`src/rtl/rst_seq_pkg.sv`:
```
// Shared definitions for the reset sequencer: state encoding, default
// 100 MHz timing constants and a saturating-increment helper.
package rst_seq_pkg;

  // Sequencer states, in the order a clean power-up walks through them.
  typedef enum logic [2:0] {
    WIZ_RST   = 3'd0,  // holding the clock wizard in reset
    WAIT_LOCK = 3'd1,  // wizard released, waiting for locked
    STABLE    = 3'd2,  // locked seen, qualifying that it stays up
    REL_CORE  = 3'd3,  // core reset released, peripherals still held
    RUN       = 3'd4   // everything released
  } seq_state_t;

  // Default timing for a 100 MHz sequencer clock.
  localparam int unsigned DEF_WIZ_RST_CYCLES     = 8;
  localparam int unsigned DEF_LOCK_TIMEOUT       = 100000;  // 1 ms
  localparam int unsigned DEF_LOCK_STABLE_CYCLES = 10000;   // 100 us
  localparam int unsigned DEF_STAGE_GAP          = 16;
  localparam int unsigned DEF_CNT_W              = 17;

  // Width of the lock-loss counter exposed on the port.
  localparam int unsigned LOSS_CNT_W = 8;

  // Increment that sticks at all-ones instead of wrapping.
  function automatic logic [LOSS_CNT_W-1:0] sat_inc(input logic [LOSS_CNT_W-1:0] v);
    logic [LOSS_CNT_W-1:0] r;
    r = v;
    if (v != {LOSS_CNT_W{1'b1}}) begin
      r = v + LOSS_CNT_W'(1);
    end
    return r;
  endfunction

endpackage

```
`src/rtl/sync_2ff.sv`:
```
// Generic two-flop bit synchronizer for bringing asynchronous level signals
// into the local clock domain. Each bit is synchronized independently, so
// multi-bit use is only valid for unrelated flags, never for a bus value.
// The flops carry no reset on purpose: they only ever hold a copy of the
// input and must keep tracking it while the rest of the logic is in reset.
module sync_2ff #(
  parameter int unsigned WIDTH = 1
) (
  input  logic             clk,
  input  logic [WIDTH-1:0] d,
  output logic [WIDTH-1:0] q
);

  for (genvar gi = 0; gi < WIDTH; gi++) begin : g_bit
    logic meta_q;
    logic sync_q;

    // First stage may go metastable; second stage gives it a cycle to settle.
    always_ff @(posedge clk) begin
      meta_q <= d[gi];
      sync_q <= meta_q;
    end

    assign q[gi] = sync_q;
  end

endmodule

```
`src/rtl/rst_seq.sv`:
```
// Power-up / lock-recovery reset sequencer for the clock wizard.
// Pulses the wizard reset, waits for lock, qualifies it for a fixed
// interval, then releases the core reset and, a few cycles later, the
// peripheral reset. Runs from the free-running board clock because the
// wizard outputs stop while it is held in reset.
//
// Optional build macro RST_SEQ_LOSS_CNT_EN: when defined, lock_loss_cnt
// counts (saturating) lock losses seen after the first release; when
// undefined the counter is not built and lock_loss_cnt reads 0.
module rst_seq
  import rst_seq_pkg::*;
#(
  parameter int unsigned WIZ_RST_CYCLES     = DEF_WIZ_RST_CYCLES,
  parameter int unsigned LOCK_TIMEOUT       = DEF_LOCK_TIMEOUT,
  parameter int unsigned LOCK_STABLE_CYCLES = DEF_LOCK_STABLE_CYCLES,
  parameter int unsigned STAGE_GAP          = DEF_STAGE_GAP,
  parameter int unsigned CNT_W              = DEF_CNT_W
) (
  input  logic                  clk_100M,
  input  logic                  reset,
  input  logic                  locked,
  output logic                  clk_wiz_reset,
  output logic                  rst_core,
  output logic                  rst_periph,
  output logic                  ready,
  output logic [LOSS_CNT_W-1:0] lock_loss_cnt
);

  // Terminal timer values; each phase starts at 0 and leaves on its last count.
  localparam logic [CNT_W-1:0] WIZ_LAST     = CNT_W'(WIZ_RST_CYCLES - 1);
  localparam logic [CNT_W-1:0] TIMEOUT_LAST = CNT_W'(LOCK_TIMEOUT - 1);
  localparam logic [CNT_W-1:0] STABLE_LAST  = CNT_W'(LOCK_STABLE_CYCLES - 1);
  localparam logic [CNT_W-1:0] GAP_LAST     = CNT_W'(STAGE_GAP - 1);
  localparam logic [CNT_W-1:0] TIMER_ONE    = CNT_W'(1);

  logic locked_s;

  seq_state_t       state_q, state_d;
  logic [CNT_W-1:0] timer_q, timer_d;
  logic             clk_wiz_reset_q, clk_wiz_reset_d;
  logic             rst_core_q, rst_core_d;
  logic             rst_periph_q, rst_periph_d;
  logic             ready_q, ready_d;

  // locked comes straight from the wizard with no relation to clk_100M.
  sync_2ff #(
    .WIDTH (1)
  ) u_lock_sync (
    .clk (clk_100M),
    .d   (locked),
    .q   (locked_s)
  );

  // Next-state and next-output logic for the sequencer.
  always_comb begin
    state_d         = state_q;
    timer_d         = timer_q;
    clk_wiz_reset_d = clk_wiz_reset_q;
    rst_core_d      = rst_core_q;
    rst_periph_d    = rst_periph_q;
    ready_d         = ready_q;

    case (state_q)
      WIZ_RST: begin
        clk_wiz_reset_d = 1'b1;
        rst_core_d      = 1'b1;
        rst_periph_d    = 1'b1;
        ready_d         = 1'b0;
        if (timer_q == WIZ_LAST) begin
          state_d         = WAIT_LOCK;
          timer_d         = '0;
          clk_wiz_reset_d = 1'b0;
        end else begin
          timer_d = timer_q + TIMER_ONE;
        end
      end

      WAIT_LOCK: begin
        clk_wiz_reset_d = 1'b0;
        rst_core_d      = 1'b1;
        rst_periph_d    = 1'b1;
        ready_d         = 1'b0;
        if (locked_s) begin
          state_d = STABLE;
          timer_d = '0;
        end else if (timer_q == TIMEOUT_LAST) begin
          // Wizard never locked: pulse its reset again and start over.
          state_d         = WIZ_RST;
          timer_d         = '0;
          clk_wiz_reset_d = 1'b1;
        end else begin
          timer_d = timer_q + TIMER_ONE;
        end
      end

      STABLE: begin
        if (!locked_s) begin
          // Nothing was released yet, so this is not a counted loss.
          state_d = WAIT_LOCK;
          timer_d = '0;
        end else if (timer_q == STABLE_LAST) begin
          state_d    = REL_CORE;
          timer_d    = '0;
          rst_core_d = 1'b0;
        end else begin
          timer_d = timer_q + TIMER_ONE;
        end
      end

      REL_CORE: begin
        if (!locked_s) begin
          state_d      = WAIT_LOCK;
          timer_d      = '0;
          rst_core_d   = 1'b1;
          rst_periph_d = 1'b1;
          ready_d      = 1'b0;
        end else if (timer_q == GAP_LAST) begin
          state_d      = RUN;
          timer_d      = '0;
          rst_periph_d = 1'b0;
          ready_d      = 1'b1;
        end else begin
          timer_d = timer_q + TIMER_ONE;
        end
      end

      RUN: begin
        // The wizard is not reset here; if it never relocks, the
        // WAIT_LOCK timeout takes care of it.
        if (!locked_s) begin
          state_d      = WAIT_LOCK;
          timer_d      = '0;
          rst_core_d   = 1'b1;
          rst_periph_d = 1'b1;
          ready_d      = 1'b0;
        end
      end

      default: begin
        state_d         = WIZ_RST;
        timer_d         = '0;
        clk_wiz_reset_d = 1'b1;
        rst_core_d      = 1'b1;
        rst_periph_d    = 1'b1;
        ready_d         = 1'b0;
      end
    endcase
  end

  // Sequencer state, timer and registered outputs; reset restarts from WIZ_RST.
  always_ff @(posedge clk_100M) begin
    if (reset) begin
      state_q         <= WIZ_RST;
      timer_q         <= '0;
      clk_wiz_reset_q <= 1'b1;
      rst_core_q      <= 1'b1;
      rst_periph_q    <= 1'b1;
      ready_q         <= 1'b0;
    end else begin
      state_q         <= state_d;
      timer_q         <= timer_d;
      clk_wiz_reset_q <= clk_wiz_reset_d;
      rst_core_q      <= rst_core_d;
      rst_periph_q    <= rst_periph_d;
      ready_q         <= ready_d;
    end
  end

  assign clk_wiz_reset = clk_wiz_reset_q;
  assign rst_core      = rst_core_q;
  assign rst_periph    = rst_periph_q;
  assign ready         = ready_q;

`ifdef RST_SEQ_LOSS_CNT_EN
  logic                  loss_event;
  logic [LOSS_CNT_W-1:0] loss_cnt_q, loss_cnt_d;

  // A loss only counts once the core has been released.
  assign loss_event = ((state_q == REL_CORE) || (state_q == RUN)) && !locked_s;

  // Saturating lock-loss count.
  always_comb begin
    loss_cnt_d = loss_cnt_q;
    if (loss_event) begin
      loss_cnt_d = sat_inc(loss_cnt_q);
    end
  end

  // Loss counter register, cleared by reset.
  always_ff @(posedge clk_100M) begin
    if (reset) begin
      loss_cnt_q <= '0;
    end else begin
      loss_cnt_q <= loss_cnt_d;
    end
  end

  assign lock_loss_cnt = loss_cnt_q;
`else
  assign lock_loss_cnt = '0;
`endif

endmodule

```
`config.mk`:
```
export PLATFORM = sky130hd
export DESIGN_NAME = rst_seq
export DESIGN_NICKNAME = d
export VERILOG_FILES = /design/src/rtl/rst_seq_pkg.sv /design/src/rtl/sync_2ff.sv /design/src/rtl/rst_seq.sv
export SDC_FILE = /design/constraint.sdc
export NUM_CORES = 1
export LEC_CHECK = 0
export ABC_AREA = 1
export BUFFER_PORTS_ARGS = -buffer_cell sky130_fd_sc_hd__buf_2
export CORE_MARGIN = 4
export CORE_UTILIZATION = 46
export CTS_CLUSTER_SIZE = 8
export DETAILED_ROUTE_END_ITERATION = 6
export PLACE_DENSITY = 0.7
export SLEW_MARGIN = 25
export SYNTH_ARGS = -nofsm -noshare
export SYNTH_HDL_FRONTEND = slang
export SYNTH_SLANG_ARGS = --single-unit
```
`constraint.sdc`:
```
create_clock -name clk_100M -period 1.5 [get_ports clk_100M]
set_input_delay 0.3 -clock clk_100M [delete_from_list [all_inputs] [get_ports clk_100M]]
set_output_delay 0.3 -clock clk_100M [all_outputs]
set_load 0.01 [all_outputs]
```
=== Word-level counts from Yosys, hierarchy flattened ===
Index checks and enable logic that the tools add are counted.

* Flip-flop bits (word level): 26
* Bits of input ports: 3
* Output and inout bits: 12
* Logic and storage cells: 65

* Add/subtract/negate cells: 1
* Eq/ne operators: 16
* Muxes and demuxes: 33
* Bitwise gates (word level): 1
* Reduce and logical (&&, ||, !) cells: 6

{| class="wikitable"
|+ Operators with widths
! cell !! count
|-
| $mux 17 || 8
|-
| $pmux 17 s5 || 1
|-
| $mux 3 || 8
|-
| $add 17x1->17 const B || 1
|-
| $eq 17x14->1 const B || 1
|-
| $eq 17x17->1 const B || 1
|-
| $eq 17x3->1 const B || 1
|-
| $eq 17x4->1 const B || 1
|-
| $pmux 3 s5 || 1
|-
| $mux 1 || 11
|-
| $pmux 1 s3 || 3
|-
| $ne 2x2->1 const B || 4
|-
| $eq 3x2->1 const B || 2
|-
| $ne 3x3->1 const B || 2
|-
| $reduce_and 3->1 || 2
|-
| $reduce_and 5->1 || 1
|-
| $eq 3x1->1 const B || 1
|-
| $eq 3x3->1 const B || 1
|-
| $logic_not 3->1 || 1
|-
| $ne 3x2->1 const B || 1
|-
| $reduce_or 3->1 || 1
|-
| $ne 2x1->1 const B || 1
|-
| $pmux 1 s2 || 1
|-
| $reduce_or 2->1 || 1
|-
| $not 1->1 || 1
|}

=== Longest topological paths before layout ===
Gate-level depths: netlist of run 1.

* Depth after elaboration: 4
* Depth in mapped cells: 14
* Gate-level depth less buffers: 14

=== Cells and area by module ===
Synthesis of run 1 repeated with hierarchy kept, for this count alone.

* Cell total of the unflattened synthesis: 234
* Area total of the unflattened synthesis: 1559.0 um^2

{| class="wikitable"
|+ Modules (own cells, without submodules)
! module !! instances !! cells an instance !! area an instance (um^2) !! sequential area each (um^2)
|-
| rst_seq || 1 || 232 || 1519.0 || 480.5
|-
| sync_2ff || 1 || 2 || 40.0 || 40.0
|}

=== Worst setup path after synthesis of run 1 ===
OpenSTA, ideal clock, no wires.

* Path type: reg-to-reg
* Start: register timer_q[0]
* End: register timer_q[0]
* Setup time: 0.112 ns
* Arrival time: 1.489 ns
* Required time: 1.388 ns
* Setup slack: -0.101 ns
* Stages on the path, launching flop included: 12
* Buffers on the path: 1
* Period minus slack after synthesis: 1.601 ns
* Path through: dfxtp_1 ha_1 nand2_2 nor2_2 inv_2 nor2_4 a21oi_2 nor2_4 nand2_4 buf_6 o21ai_2 inv_1

* Word-level cells in the longest chain between the ends: 4
* Elaborated cells between the ends (all ways): 13
* Classes of those cells: add/sub (1); eq/ne (4); mux (8)

{| class="wikitable"
|+ RTL lines
! item !! line !! RTL
|-
| start: declaration || rst_seq.sv:39 || <nowiki>logic [CNT_W-1:0] timer_q, timer_d;</nowiki>
|-
| start signal: assignment || rst_seq.sv:161 || <nowiki>timer_q <= timer_d;</nowiki>
|-
| $add 17x1->17 (tied with other cells) || - ||
|-
| $mux 17, on equally long branches || rst_seq.sv:117, rst_seq.sv:86, rst_seq.sv:101 ||
|-
| $mux 17, on equally long branches || rst_seq.sv:111, rst_seq.sv:83, rst_seq.sv:97 ||
|-
| $pmux 17 s5 * || rst_seq.sv:63 || <nowiki>case (state_q)</nowiki>
|}

Every way passes the cells marked *; elsewhere a longest branch is shown, timed or not.
A chain may end at the register's enable or synchronous reset.

=== Worst setup path in the final report of run 1 ===
* Start: register timer_q[0]
* End: register timer_q[2]

Same word-level chain as after synthesis.

==> results.md, run 1 <==
## Outcome
- **run status** finished, violations left
- **failing checks** setup timing

## Detailed routing
- **detailed-route DRC error count** 0
- **average wire per standard cell** 11.3 um
- **detailed-router iteration count before antenna repair** 4
- **final WL** 3960 um
- **detail-routed via count per cell** 4.68
- **vias** 1,641
- **DRT iter0 DRCs** 70
- **Final ANT Viol Nets** 0

## Final layout
- **net count reported at finish** 310
- **area grow syn2layout** 29.8%
- **Filler Cells Inserted** 316
- **commonest non-fill, non-tap cell in the layout** sky130_fd_sc_hd__nand2_1
- **antenna diode count** 0
- **commonest non-fill, non-tap cells in the layout** 80 x sky130_fd_sc_hd__nand2_1, 32 x sky130_fd_sc_hd__inv_1, 32 x sky130_fd_sc_hd__buf_4, 25 x sky130_fd_sc_hd__nor2_1, 19 x sky130_fd_sc_hd__dfxtp_1
- **final cell utilization of the core** 0.633
- **share of final-layout standard cells stronger than drive strength 1** 0.318
- **final non-filler cell area** 2160 um2

## Timing
- **worst-case setup margin in the final layout** -95.2 ps
- **Hold Vio Cnt, Final** 0
- **final setup skew** 6.28 ps
- **Tcrit/Tclk final** 1.06
- **highest clock frequency the design can meet** 0.627 GHz
- **RSZ-0062 raised after global routing** true
- **final setup violation count** 19
- **min cycle time layout** 1600 ps
- **final max-slew violation count** 0

## Clock tree
- **CTS Root Cell** sky130_fd_sc_hd__clkbuf_4
- **Longest Clk Path Bufs** 2
- **hold bufs inserted after CTS** 0
- **insertion delay of the later-clocked pin in the worst-skew pair** 330 ps
- **CTS tree** built
- **number of clock buffers inserted by TritonCTS** 3
- **clock sink count** 26
- **Clock H-tree levels** 1
- **Clock transition at path regs** 150 ps

## Yosys
- **Synth async-reset ratio** 0
- **sequential fraction of the synthesis area** 0.313
- **post-synth cell types** 29
- **dominant register cell in the synthesized netlist** sky130_fd_sc_hd__dfxtp_1
- **Mean Syn Cell Area** 6.28 um2
- **Post-Syn Area** 1670 um2
- **most area-hungry cell type in the Yosys netlist** sky130_fd_sc_hd__dfxtp_1
- **register bit total from synthesis** 26
- **instance count of the mapped netlist** 265
- **yosys warns** 0
- **cells taking the most area after synthesis** sky130_fd_sc_hd__dfxtp_1 31%, sky130_fd_sc_hd__nand2_1 20%, sky130_fd_sc_hd__inv_1 8.1%, sky130_fd_sc_hd__nor2_1 6.1%, sky130_fd_sc_hd__a21oi_1 4.5%
- **number of synthesized flops with an enable pin** 0
- **portion of synthesized cell area occupied by the leading cell type** 0.313

## Worst setup path
- **slowest cell delay on critical path** 390 ps
- **Critical-path top delay cell** sky130_fd_sc_hd__dfxtp_4
- **worst-path fanout max** 17
- **required time reported for the critical path endpoint** 1750 ps
- **register-to-register path setup slack** -100 ps
- **CP Capture Type** flip-flop
- **reg2reg path depth** 14
- **Worst Setup Start Kind** flip-flop
- **cell-by-cell trace of the critical path** ha_4 > nand2_4 > inv_4 > nand2_4 > nor2_2 > nand2_1 > nand2_1 > nand2_2 > nor2_4 > nand2_4 > nand2_1 > nand2_1 > nand2_1 > inv_1
- **critical setup path kind** flip-flop to flip-flop
- **arrival time reported for the critical path endpoint** 1840 ps
- **endpoint of the lowest-slack register-to-register path** timer_q[2]
- **Crit Reg-Reg Startpoint** timer_q[0]
- **Crit path top cell by count** sky130_fd_sc_hd__nand2_1

## Place
- **RD Place Congestion** 0.913
- **area of placed instances** 1950 um2
- **post-detail-place hpwl** 2840 um
- **count of input and output buffers** 6

## Die
- **total number of placement rows** 21
- **area of the core** 3420 um2
- **initial cell density of the core** 0.488
- **Boundary Pins** 15
- **overall die width** 68.2 um
- **area of the die** 4650 um2
- **Die Height** 68.2 um

## Global routing
- **maximum number of pins on one net before global-route repair** 18
- **leftover overflow at the end of global routing** 0
- **GRT Overall Usage** 0.185
- **number of antenna violations at the first check in global routing** 0
- **number of global-route vias before repair** 1,434
- **wire length of the first global-routing pass** 6510 um

## Power and ir drop
- **clock power share** 0.233
- **cell-internal power** 0.00136 W
- **switching power** 0.000793 W
- **share of total power consumed by net switching** 0.368
- **leakage power figure** 1.11 nW
- **part of the power in combinational logic** 0.380
- **IR Drop Worst-Case VDD** 0.615 mV
- **Power Density** 995 nW/um2
- **sequential fraction of design power** 0.387

## Min path
- **source of the worst hold timing path** locked
- **end point of the most critical hold path** u_lock_sync.g_bit[0].meta_q
- **Hold WC Path Type** input pin to flip-flop
- **depth of the worst hold-timing path** 1

## Run
- **total of max-cap violations** 0

==> worst max-delay path by stage <==
stage               startpoint          to  slack [ps]  depth (start not counted)
finish              timer_q[0]  timer_q[2]        -100                         14
global route        timer_q[0]  timer_q[6]        -240                         14
CTS                 timer_q[0]  timer_q[2]         -90                         14
detailed placement  timer_q[1]  state_q[1]        -150                         14
global placement    timer_q[1]  timer_q[2]         -60                         14
floorplan           timer_q[0]  timer_q[0]         -30                         13
==> final cells by class <==
class                   instances  area, um2  share of cell area
well taps                      46       57.6              0.0266
inverters                      41        160              0.0741
flip-flops and latches         26        532               0.246
clock buffers                   3       22.5              0.0104
repair buffers                 43        327               0.151
multi-input cells             191       1030               0.478
clock inverters                 1       30.0              0.0139
==> flip-flops by register name, indices dropped and copies added, names as in the netlist <==
name / count
clk_wiz_reset: 1
state_q: 3
timer_q: 17
u_lock_sync.g_bit.meta_q: 1
rst_core: 1
rst_periph: 1
ready: 1
u_lock_sync.q: 1
==> critical path, delay by kind of cell, from the launching register on <==
kind	cells	cell delay [ps]
adder cells (fa/ha/maj)	1	150
buffers and inverters	2	130
flip-flops	1	390
AND/OR/NAND/NOR	11	860
==> power by group through the flow <==
stage | logic [W] | registers [W] | clock network, W
finish | 0.000819 | 0.000833 | 0.000501
global route | 0.000935 | 0.000844 | 0.000532
CTS | 0.000726 | 0.000825 | 0.000509
detailed placement | 0.000699 | 0.000841 | 0
global placement | 0.000693 | 0.000839 | 0
floorplan | 0.000546 | 0.000845 | 0
==> cell usage after synthesis, types with 2 or more instances <==
cell type                   n
sky130_fd_sc_hd__nand2_1   88
sky130_fd_sc_hd__nor3_1     5
sky130_fd_sc_hd__nand4_1    6
sky130_fd_sc_hd__nor2_2     3
sky130_fd_sc_hd__buf_6      3
sky130_fd_sc_hd__nor2_4     3
sky130_fd_sc_hd__xor2_1     6
sky130_fd_sc_hd__dfxtp_1   26
sky130_fd_sc_hd__o21ai_0    5
sky130_fd_sc_hd__nor2_1    27
sky130_fd_sc_hd__buf_4      8
sky130_fd_sc_hd__nand3_1   11
sky130_fd_sc_hd__clkbuf_1   2
sky130_fd_sc_hd__inv_2      5
sky130_fd_sc_hd__inv_1     36
sky130_fd_sc_hd__a21oi_1   15
sky130_fd_sc_hd__nand2_2    4
==> layer usage <==
layer | wire length [um] | track usage
met5 | 0 | 0
met4 | 65 | 0.0521
met3 | 177 | 0.0246
met2 | 1860 | 0.298
met1 | 1860 | 0.257
==> what timing repair did <==
action | in CTS | in global routing
setup endpoints to repair | 19 | 22
gates resized for setup | 9 | 30
pin swaps | 7 | 9
buffers inserted | 0 | 4
==> logic make-up (layout without fill, tap and decap cells) <==
logic type / after synthesis / count (layout) / share of synthesized area
adder cells (fa/ha/maj): 1 / 1 / 0.00751
AO/OA/AOI/OAI: 26 / 26 / 0.0909
AND/OR/NAND/NOR: 150 / 150 / 0.399
other: 1 / 8 / 0.00225
XOR/XNOR: 6 / 6 / 0.0316
flip-flops: 26 / 26 / 0.313
buffers and inverters: 55 / 88 / 0.156
==> metrics by stage <==
| stage | hold slack, ps | power (W) | std cells | setup slack [ps] | setup TNS, ps |
|---|---|---|---|---|---|
| after floorplan | 310 | 0.00139 | 272 | -28.6 | -149 |
| after global placement | 310 | 0.00153 | 343 | -58.4 | -401 |
| after detailed placement | 314 | 0.00154 | 343 | -154 | -1110 |
| after CTS | 58.3 | 0.00206 | 347 | -90.3 | -818 |
| after global routing | 45.9 | 0.00231 | 351 | -238 | -3430 |
| final | 60.2 | 0.00215 | 351 | -95.2 | -922 |
Note: power is estimated with default switching activity, not from simulation.
==> inputs of run 2 (changes only) <==
--- a/config.mk
+++ b/config.mk
@@ -8,10 +8,10 @@
 export ABC_AREA = 1
 export BUFFER_PORTS_ARGS = -buffer_cell sky130_fd_sc_hd__buf_2
 export CORE_MARGIN = 4
-export CORE_UTILIZATION = 46
+export CORE_UTILIZATION = 40
 export CTS_CLUSTER_SIZE = 8
 export DETAILED_ROUTE_END_ITERATION = 6
-export PLACE_DENSITY = 0.7
+export PLACE_DENSITY = 0.63
 export SLEW_MARGIN = 25
 export SYNTH_ARGS = -nofsm -noshare
 export SYNTH_HDL_FRONTEND = slang
==> results.md, run 2 (synthesis gave the netlist of run 1 again) <==
## Outcome
- **run status** finished, violations left, unchanged
- **failing checks** setup timing, unchanged

## Timing
- **highest clock frequency the design can meet** 0.626 GHz, was 0.627 GHz
- **RSZ-0062 raised after global routing** true, unchanged
- **Setup TNS Final** -919 ps, was -922 ps
- **final max-slew violation count** 0, unchanged
- **worst-case setup margin in the final layout** -96.7 ps, was -95.2 ps
- **Tcrit/Tclk final** 1.06, about the same
- **final setup skew** 5.77 ps, was 6.28 ps
- **min cycle time layout** 1600 ps, about the same
- **Hold Vio Cnt, Final** 0, unchanged
- **final setup violation count** 19, unchanged

## Clock tree
- **Longest Clk Path Bufs** 2, unchanged
- **Clock H-tree levels** 1, unchanged
- **hold bufs inserted after CTS** 0, unchanged
- **clock sink count** 26, unchanged
- **number of clock buffers inserted by TritonCTS** 3, unchanged
- **insertion delay of the later-clocked pin in the worst-skew pair** 270 ps, was 330 ps
- **Clock transition at path regs** 90 ps, was 150 ps
- **CTS tree** built, unchanged
- **CTS Root Cell** sky130_fd_sc_hd__clkbuf_8, was sky130_fd_sc_hd__clkbuf_4

## Final layout
- **Largest register FFs** 17, unchanged
- **share of final-layout standard cells stronger than drive strength 1** 0.278, was 0.318
- **commonest non-fill, non-tap cells in the layout** 84 x sky130_fd_sc_hd__nand2_1, 34 x sky130_fd_sc_hd__inv_1, 31 x sky130_fd_sc_hd__buf_4, 26 x sky130_fd_sc_hd__nor2_1, 22 x sky130_fd_sc_hd__dfxtp_1, was 80 x sky130_fd_sc_hd__nand2_1, 32 x sky130_fd_sc_hd__inv_1, 32 x sky130_fd_sc_hd__buf_4, 25 x sky130_fd_sc_hd__nor2_1, 19 x sky130_fd_sc_hd__dfxtp_1
- **Top reg by flops** timer_q, unchanged
- **antenna diode count** 0, unchanged
- **net count reported at finish** 307, was 310
- **area grow syn2layout** 28.2%, was 29.8%
- **post-layout instance count excluding filler cells** 352, was 351
- **commonest non-fill, non-tap cell in the layout** sky130_fd_sc_hd__nand2_1, unchanged
- **Top Registers** timer_q (17), state_q (3), unchanged
- **Filler Cells Inserted** 403, was 316
- **final cell utilization of the core** 0.534, was 0.633

## Worst setup path
- **worst-path fanout max** 17, unchanged
- **register-to-register path setup slack** -100 ps, about the same
- **CP Capture Type** flip-flop, unchanged
- **Worst Setup Start Kind** flip-flop, unchanged
- **critical setup path kind** flip-flop to flip-flop, unchanged
- **required time reported for the critical path endpoint** 1680 ps, was 1750 ps
- **arrival time reported for the critical path endpoint** 1770 ps, was 1840 ps

## Detailed routing
- **routed wl met3** 157 um, was 177 um
- **Final ANT Viol Nets** 0, unchanged
- **highest metal layer with signal wires** met4, unchanged
- **final WL** 3940 um, was 3960 um
- **routed metal-1 wire length** 1810 um, was 1860 um
- **detailed-router iteration count before antenna repair** 5, was 4
- **DRT iter0 DRCs** 60, was 70
- **routed length on met2** 1910 um, was 1860 um
- **average wire per standard cell** 11.2 um, was 11.3 um
- **detailed-route DRC error count** 0, unchanged
- **detail-routed via count per cell** 4.72, was 4.68
- **vias** 1,663, was 1,641

## Place
- **count of input and output buffers** 6, unchanged
- **RD Place Congestion** 0.879, was 0.913
- **cell count after placement** 344, was 343
- **post-detail-place hpwl** 2950 um, was 2840 um
- **Place WS** -88.2 ps, was -154 ps

## Die
- **overall die width** 72.5 um, was 68.2 um
- **total number of placement rows** 23, was 21
- **Boundary Pins** 15, unchanged
- **area of the core** 4000 um2, was 3420 um2
- **initial cell density of the core** 0.416, was 0.488
- **area of the die** 5260 um2, was 4650 um2
- **Die Height** 72.5 um, was 68.2 um

## Power and ir drop
- **Power, Total** 0.00224 W, was 0.00215 W
- **leakage power figure** 1.10 nW, was 1.11 nW
- **IR Drop Worst-Case VDD** 0.487 mV, was 0.615 mV
- **Power Density** 1050 nW/um2, was 995 nW/um2

## Global routing
- **wire length of the first global-routing pass** 6780 um, was 6510 um
- **leftover overflow at the end of global routing** 0, unchanged
- **number of global-route vias before repair** 1,609, was 1,434
- **GRT Overall Usage** 0.161, was 0.185
- **number of antenna violations at the first check in global routing** 0, unchanged
- **maximum number of pins on one net before global-route repair** 18, unchanged

## Run
- **total of max-cap violations** 0, unchanged

## Min path
- **Hold WC Path Type** input pin to flip-flop, unchanged

==> run 2: changes by cell type in the layout (fill, tap and decap cells not counted), moves of 2 or more <==
cell | before | now
sky130_fd_sc_hd__buf_6 | 5 | 3
sky130_fd_sc_hd__clkbuf_4 | 3 | 0
sky130_fd_sc_hd__clkbuf_8 | 0 | 3
sky130_fd_sc_hd__dfxtp_1 | 19 | 22
sky130_fd_sc_hd__dfxtp_2 | 6 | 3
sky130_fd_sc_hd__inv_1 | 32 | 34
sky130_fd_sc_hd__inv_2 | 7 | 5
sky130_fd_sc_hd__nand2_1 | 80 | 84
sky130_fd_sc_hd__nand2_2 | 8 | 5
sky130_fd_sc_hd__nand2_4 | 5 | 3
==> run 2: final timing paths <==
check / from / end / cells past startpoint
worst min-delay path: locked / u_lock_sync.g_bit[0].meta_q / 1
worst max register to register: timer_q[0] / timer_q[5] / 14
worst max-delay path: timer_q[0] / timer_q[5] / 14
worst min register to register: u_lock_sync.g_bit[0].meta_q / u_lock_sync.q / 0
==> run 2: power breakdown <==
group,total (W),switching [W],internal [W]
Sequential,0.000825,0.0000568,0.000768
Clock,0.000588,0.000232,0.000357
Combinational,0.000825,0.000491,0.000334
==> run 2: per-layer routing <==
layer | vias up | GRT usage
met1 | 752 | 0.196
met4 | 0 | 0.0676
met2 | 30 | 0.279
met5 | - | 0
met3 | 6 | 0.0249
li1 | 875 | -
==> run 2: stage by stage <==
stage / hold WS, ps / area, um2
2_1_floorplan: 310 / 1720
3_3_place_gp: 313 / 1930
3_5_place_dp: 317 / 1930
4_1_cts: 118 / 2050
5_1_grt: 108 / 2140
6_report: 125 / 2140
==> run 2: timing repair <==
action	CTS	global route
hold endpoints to repair	0	0
setup buffers	1	3
pin swaps	6	3
resized for setup	8	19
endpoints found under the setup margin	19	22
==> run 2: final cells by class <==
type	count	area (um2)	share of cell area
repair buffers	40	297	0.139
clock buffers	3	41.3	0.0193
multi-input cells	191	1020	0.477
flip-flops and latches	26	528	0.247
well taps	50	62.6	0.0293
clock inverters	1	30.0	0.0141
inverters	41	159	0.0744
==> run 2: critical path, cell delays in order (launching register included) <==
cell and delay [ps]:
sky130_fd_sc_hd__dfxtp_4 370, sky130_fd_sc_hd__ha_4 140, sky130_fd_sc_hd__nand2_4 70, sky130_fd_sc_hd__inv_4 80, sky130_fd_sc_hd__nand2_4 50, sky130_fd_sc_hd__nor2_2 70
sky130_fd_sc_hd__nand2_1 70, sky130_fd_sc_hd__nand2_1 70, sky130_fd_sc_hd__nand2_2 60, sky130_fd_sc_hd__nor2_4 150, sky130_fd_sc_hd__nand2_8 130, sky130_fd_sc_hd__nand2_1 90
sky130_fd_sc_hd__nand2_1 40, sky130_fd_sc_hd__nand2_1 50, sky130_fd_sc_hd__inv_1 40
==> inputs of run 3 (changes only) <==
--- a/config.mk
+++ b/config.mk
@@ -15,4 +15,5 @@
 export SLEW_MARGIN = 25
 export SYNTH_ARGS = -nofsm -noshare
 export SYNTH_HDL_FRONTEND = slang
+export SYNTH_HIERARCHICAL = 1
 export SYNTH_SLANG_ARGS = --single-unit
==> results.md, run 3 <==
## Final layout
- **Top reg by flops** timer_q, unchanged
- **Top Registers** timer_q (17), state_q (3), unchanged
- **final cell utilization of the core** 0.537, was 0.534
- **antenna diode count** 0, unchanged
- **share of final-layout standard cells stronger than drive strength 1** 0.328, was 0.278
- **commonest non-fill, non-tap cell in the layout** sky130_fd_sc_hd__nand2_1, unchanged
- **net count reported at finish** 267, was 307
- **commonest non-fill, non-tap cells in the layout** 54 x sky130_fd_sc_hd__nand2_1, 23 x sky130_fd_sc_hd__buf_4, 22 x sky130_fd_sc_hd__inv_1, 21 x sky130_fd_sc_hd__nor2_1, 19 x sky130_fd_sc_hd__dfxtp_1, was 84 x sky130_fd_sc_hd__nand2_1, 34 x sky130_fd_sc_hd__inv_1, 31 x sky130_fd_sc_hd__buf_4, 26 x sky130_fd_sc_hd__nor2_1, 22 x sky130_fd_sc_hd__dfxtp_1
- **Largest register FFs** 17, unchanged
- **area grow syn2layout** 28.1%, was 28.2%

## Yosys
- **cells taking the most area after synthesis** sky130_fd_sc_hd__dfxtp_1 33%, sky130_fd_sc_hd__nand2_1 15%, sky130_fd_sc_hd__nor2_1 6.5%, sky130_fd_sc_hd__a21oi_1 6.1%, sky130_fd_sc_hd__inv_1 6.0%, was sky130_fd_sc_hd__dfxtp_1 31%, sky130_fd_sc_hd__nand2_1 20%, sky130_fd_sc_hd__inv_1 8.1%, sky130_fd_sc_hd__nor2_1 6.1%, sky130_fd_sc_hd__a21oi_1 4.5%
- **leading cell type by number of instances after synthesis** sky130_fd_sc_hd__nand2_1, unchanged
- **Synth async-reset ratio** 0, unchanged
- **instance count of the mapped netlist** 234, was 265
- **sequential fraction of the synthesis area** 0.334, was 0.313
- **most area-hungry cell type in the Yosys netlist** sky130_fd_sc_hd__dfxtp_1, unchanged
- **register bit total from synthesis** 26, unchanged
- **most used standard cells in the synthesized netlist** 63 x sky130_fd_sc_hd__nand2_1, 27 x sky130_fd_sc_hd__nor2_1, 26 x sky130_fd_sc_hd__dfxtp_1, was 88 x sky130_fd_sc_hd__nand2_1, 36 x sky130_fd_sc_hd__inv_1, 27 x sky130_fd_sc_hd__nor2_1
- **dominant register cell in the synthesized netlist** sky130_fd_sc_hd__dfxtp_1, unchanged
- **number of synthesized flops with an enable pin** 0, unchanged
- **yosys warns** 6, was 0
- **Post-Syn Area** 1560 um2, was 1670 um2
- **post-synth cell types** 31, was 29
- **portion of synthesized cell area occupied by the leading cell type** 0.334, was 0.313
- **Mean Syn Cell Area** 6.66 um2, was 6.28 um2

## Detailed routing
- **average wire per standard cell** 12.1 um, was 11.2 um
- **Final ANT Viol Nets** 0, unchanged
- **vias** 1,494, was 1,663
- **detailed-route DRC error count** 0, unchanged
- **detailed-router iteration count before antenna repair** 4, was 5
- **DRT iter0 DRCs** 80, was 60
- **final WL** 3750 um, was 3940 um
- **detail-routed via count per cell** 4.82, was 4.72

## Outcome
- **run status** finished, violations left, unchanged
- **failing checks** setup timing, unchanged

## Global routing
- **leftover overflow at the end of global routing** 0, unchanged
- **wire length of the first global-routing pass** 6110 um, was 6780 um
- **GRT Overall Usage** 0.148, was 0.161
- **maximum number of pins on one net before global-route repair** 15, was 18
- **number of antenna violations at the first check in global routing** 0, unchanged
- **number of global-route vias before repair** 1,335, was 1,609

## Worst setup path
- **critical setup path kind** flip-flop to flip-flop, unchanged
- **required time reported for the critical path endpoint** 1710 ps, was 1680 ps
- **Worst Setup Start Kind** flip-flop, unchanged
- **arrival time reported for the critical path endpoint** 1730 ps, was 1770 ps
- **CP Capture Type** flip-flop, unchanged
- **register-to-register path setup slack** -20 ps, was -100 ps
- **worst-path fanout max** 5, was 17

## Die
- **area of the die** 4960 um2, was 5260 um2
- **area of the core** 3720 um2, was 4000 um2
- **Die Height** 70.4 um, was 72.5 um
- **initial cell density of the core** 0.420, was 0.416
- **Boundary Pins** 15, unchanged
- **total number of placement rows** 22, was 23
- **overall die width** 70.4 um, was 72.5 um

## Place
- **RD Place Congestion** 0.869, was 0.879
- **count of input and output buffers** 6, unchanged
- **post-detail-place hpwl** 2530 um, was 2950 um

## Clock tree
- **CTS Root Cell** sky130_fd_sc_hd__clkbuf_8, unchanged
- **Clock transition at path regs** 90 ps, about the same
- **clock sink count** 26, unchanged
- **number of clock buffers inserted by TritonCTS** 3, unchanged
- **insertion delay of the later-clocked pin in the worst-skew pair** 270 ps, about the same
- **Longest Clk Path Bufs** 2, unchanged
- **CTS tree** built, unchanged
- **Clock H-tree levels** 1, unchanged

## Run
- **total of max-cap violations** 0, unchanged

## Timing
- **Tcrit/Tclk final** 1.01, was 1.06
- **min cycle time layout** 1520 ps, was 1600 ps
- **RSZ-0062 raised after global routing** true, unchanged
- **highest clock frequency the design can meet** 0.658 GHz, was 0.626 GHz
- **Hold Vio Cnt, Final** 0, unchanged
- **worst-case setup margin in the final layout** -19.9 ps, was -96.7 ps
- **final setup violation count** 2, was 19
- **final setup skew** 3.59 ps, was 5.77 ps
- **final max-slew violation count** 0, unchanged

## Power and ir drop
- **leakage power figure** 0.886 nW, was 1.10 nW
- **share of total power consumed by net switching** 0.233, was 0.348
- **sequential fraction of design power** 0.562, was 0.368
- **switching power** 0.000298 W, was 0.000779 W
- **Power, Total** 0.00128 W, was 0.00224 W
- **part of the power in combinational logic** 0.079, was 0.369
- **IR Drop Worst-Case VDD** 0.397 mV, was 0.487 mV
- **Power Density** 640 nW/um2, was 1050 nW/um2
- **cell-internal power** 0.000980 W, was 0.00146 W
- **clock power share** 0.358, was 0.263

## Min path
- **Hold WC Path Type** input pin to flip-flop, unchanged

## run 3: changes by cell type in the layout (fill, tap and decap cells not counted), sizes merged, moves of 3 or more
cell / delta
nor2: -3
nand3: +3
inv: -12
buf: -11
nand2: -23
xnor2: +3
nand4: -4
a21oi: +3
## run 3: cells by family (layout without fill, tap and decap cells)
kind of cell             Yosys count  count (layout)  share of synthesized area
XOR/XNOR                          11              11                     0.0618
other                              1               8                    0.00241
AND/OR/NAND/NOR                  121             122                      0.344
buffers and inverters             43              63                      0.139
AO/OA/AOI/OAI                     31              31                      0.112
flip-flops                        26              26                      0.334
adder cells (fa/ha/maj)            1               1                    0.00802
## run 3: layout make-up
| cell class | count | area (um2) |
|---|---|---|
| Sequential cell | 26 | 529 |
| Clock buffer | 4 | 55.1 |
| Timing Repair Buffer | 29 | 203 |
| Inverter | 30 | 125 |
| Multi-Input combinational cell | 173 | 1020 |
| Tap cell | 48 | 60.1 |
| Fill cell | 359 | 1720 |
## run 3: metrics by stage
| stage | cells | TNS (ps) | setup WS [ps] | hold slack [ps] | cell area [um2] |
|---|---|---|---|---|---|
| finish | 310 | -27.3 | -19.9 | 128 | 2000 |
| floorplan | 241 | 0 | 20.7 | 310 | 1600 |
| detailed placement | 300 | -946 | -102 | 316 | 1720 |
| global placement | 300 | -398 | -91.6 | 311 | 1720 |
| CTS | 307 | -0.468 | -0.468 | 127 | 1860 |
| global route | 310 | -1820 | -147 | 125 | 2000 |
## run 3: per-layer routing
| layer | track usage | routed length [um] | up-vias |
|---|---|---|---|
| met4 | 0.0255 | 27 | 0 |
| met2 | 0.234 | 1770 | 24 |
| li1 | - | - | 784 |
| met1 | 0.214 | 1810 | 682 |
| met5 | 0 | 0 | - |
| met3 | 0.0216 | 132 | 4 |
## run 3: power groups by stage
| stage | Sequential, W | Clock (W) | Combinational (W) |
|---|---|---|---|
| after global placement | 0.000732 | 0 | 0.0000825 |
| after floorplan | 0.000732 | 0 | 0.0000688 |
| final | 0.000719 | 0.000458 | 0.000101 |
| after detailed placement | 0.000733 | 0 | 0.0000811 |
| after CTS | 0.000717 | 0.000470 | 0.0000884 |
| after global routing | 0.000721 | 0.000489 | 0.000113 |
## run 3: worst max-delay path: stages, from the launching register on
cell and delay (ps):
sky130_fd_sc_hd__dfxtp_2 370, sky130_fd_sc_hd__ha_4 150, sky130_fd_sc_hd__nand2_4 60, sky130_fd_sc_hd__clkinv_4 80
sky130_fd_sc_hd__nand2_2 60, sky130_fd_sc_hd__nor2_2 100, sky130_fd_sc_hd__nand2_1 80, sky130_fd_sc_hd__nand2_2 90
sky130_fd_sc_hd__nand2_4 70, sky130_fd_sc_hd__nor2_4 180, sky130_fd_sc_hd__nand3_2 90, sky130_fd_sc_hd__a21oi_2 130
## run 3: repair_timing
| item | in CTS | in global routing |
|---|---|---|
| setup buffers | 2 | 3 |
| endpoints found under the hold margin | 0 | 0 |
| setup endpoints to repair | 20 | 22 |
| hold buffers | 0 | 0 |
| resized for setup | 13 | 38 |
| gates cloned | 1 | 0 |
| pin swaps | 8 | 13 |
## run 3: path summary, 6_finish.rpt
| path | start | end | depth (start not counted) |
|---|---|---|---|
| setup / recovery | timer_q[1] | state_q[0] | 11 |
| hold / removal | locked | u_lock_sync/g_bit[0].meta_q | 1 |
| setup reg to reg | timer_q[1] | state_q[0] | 11 |
| hold reg to reg | u_lock_sync/g_bit[0].meta_q | u_lock_sync/q | 0 |
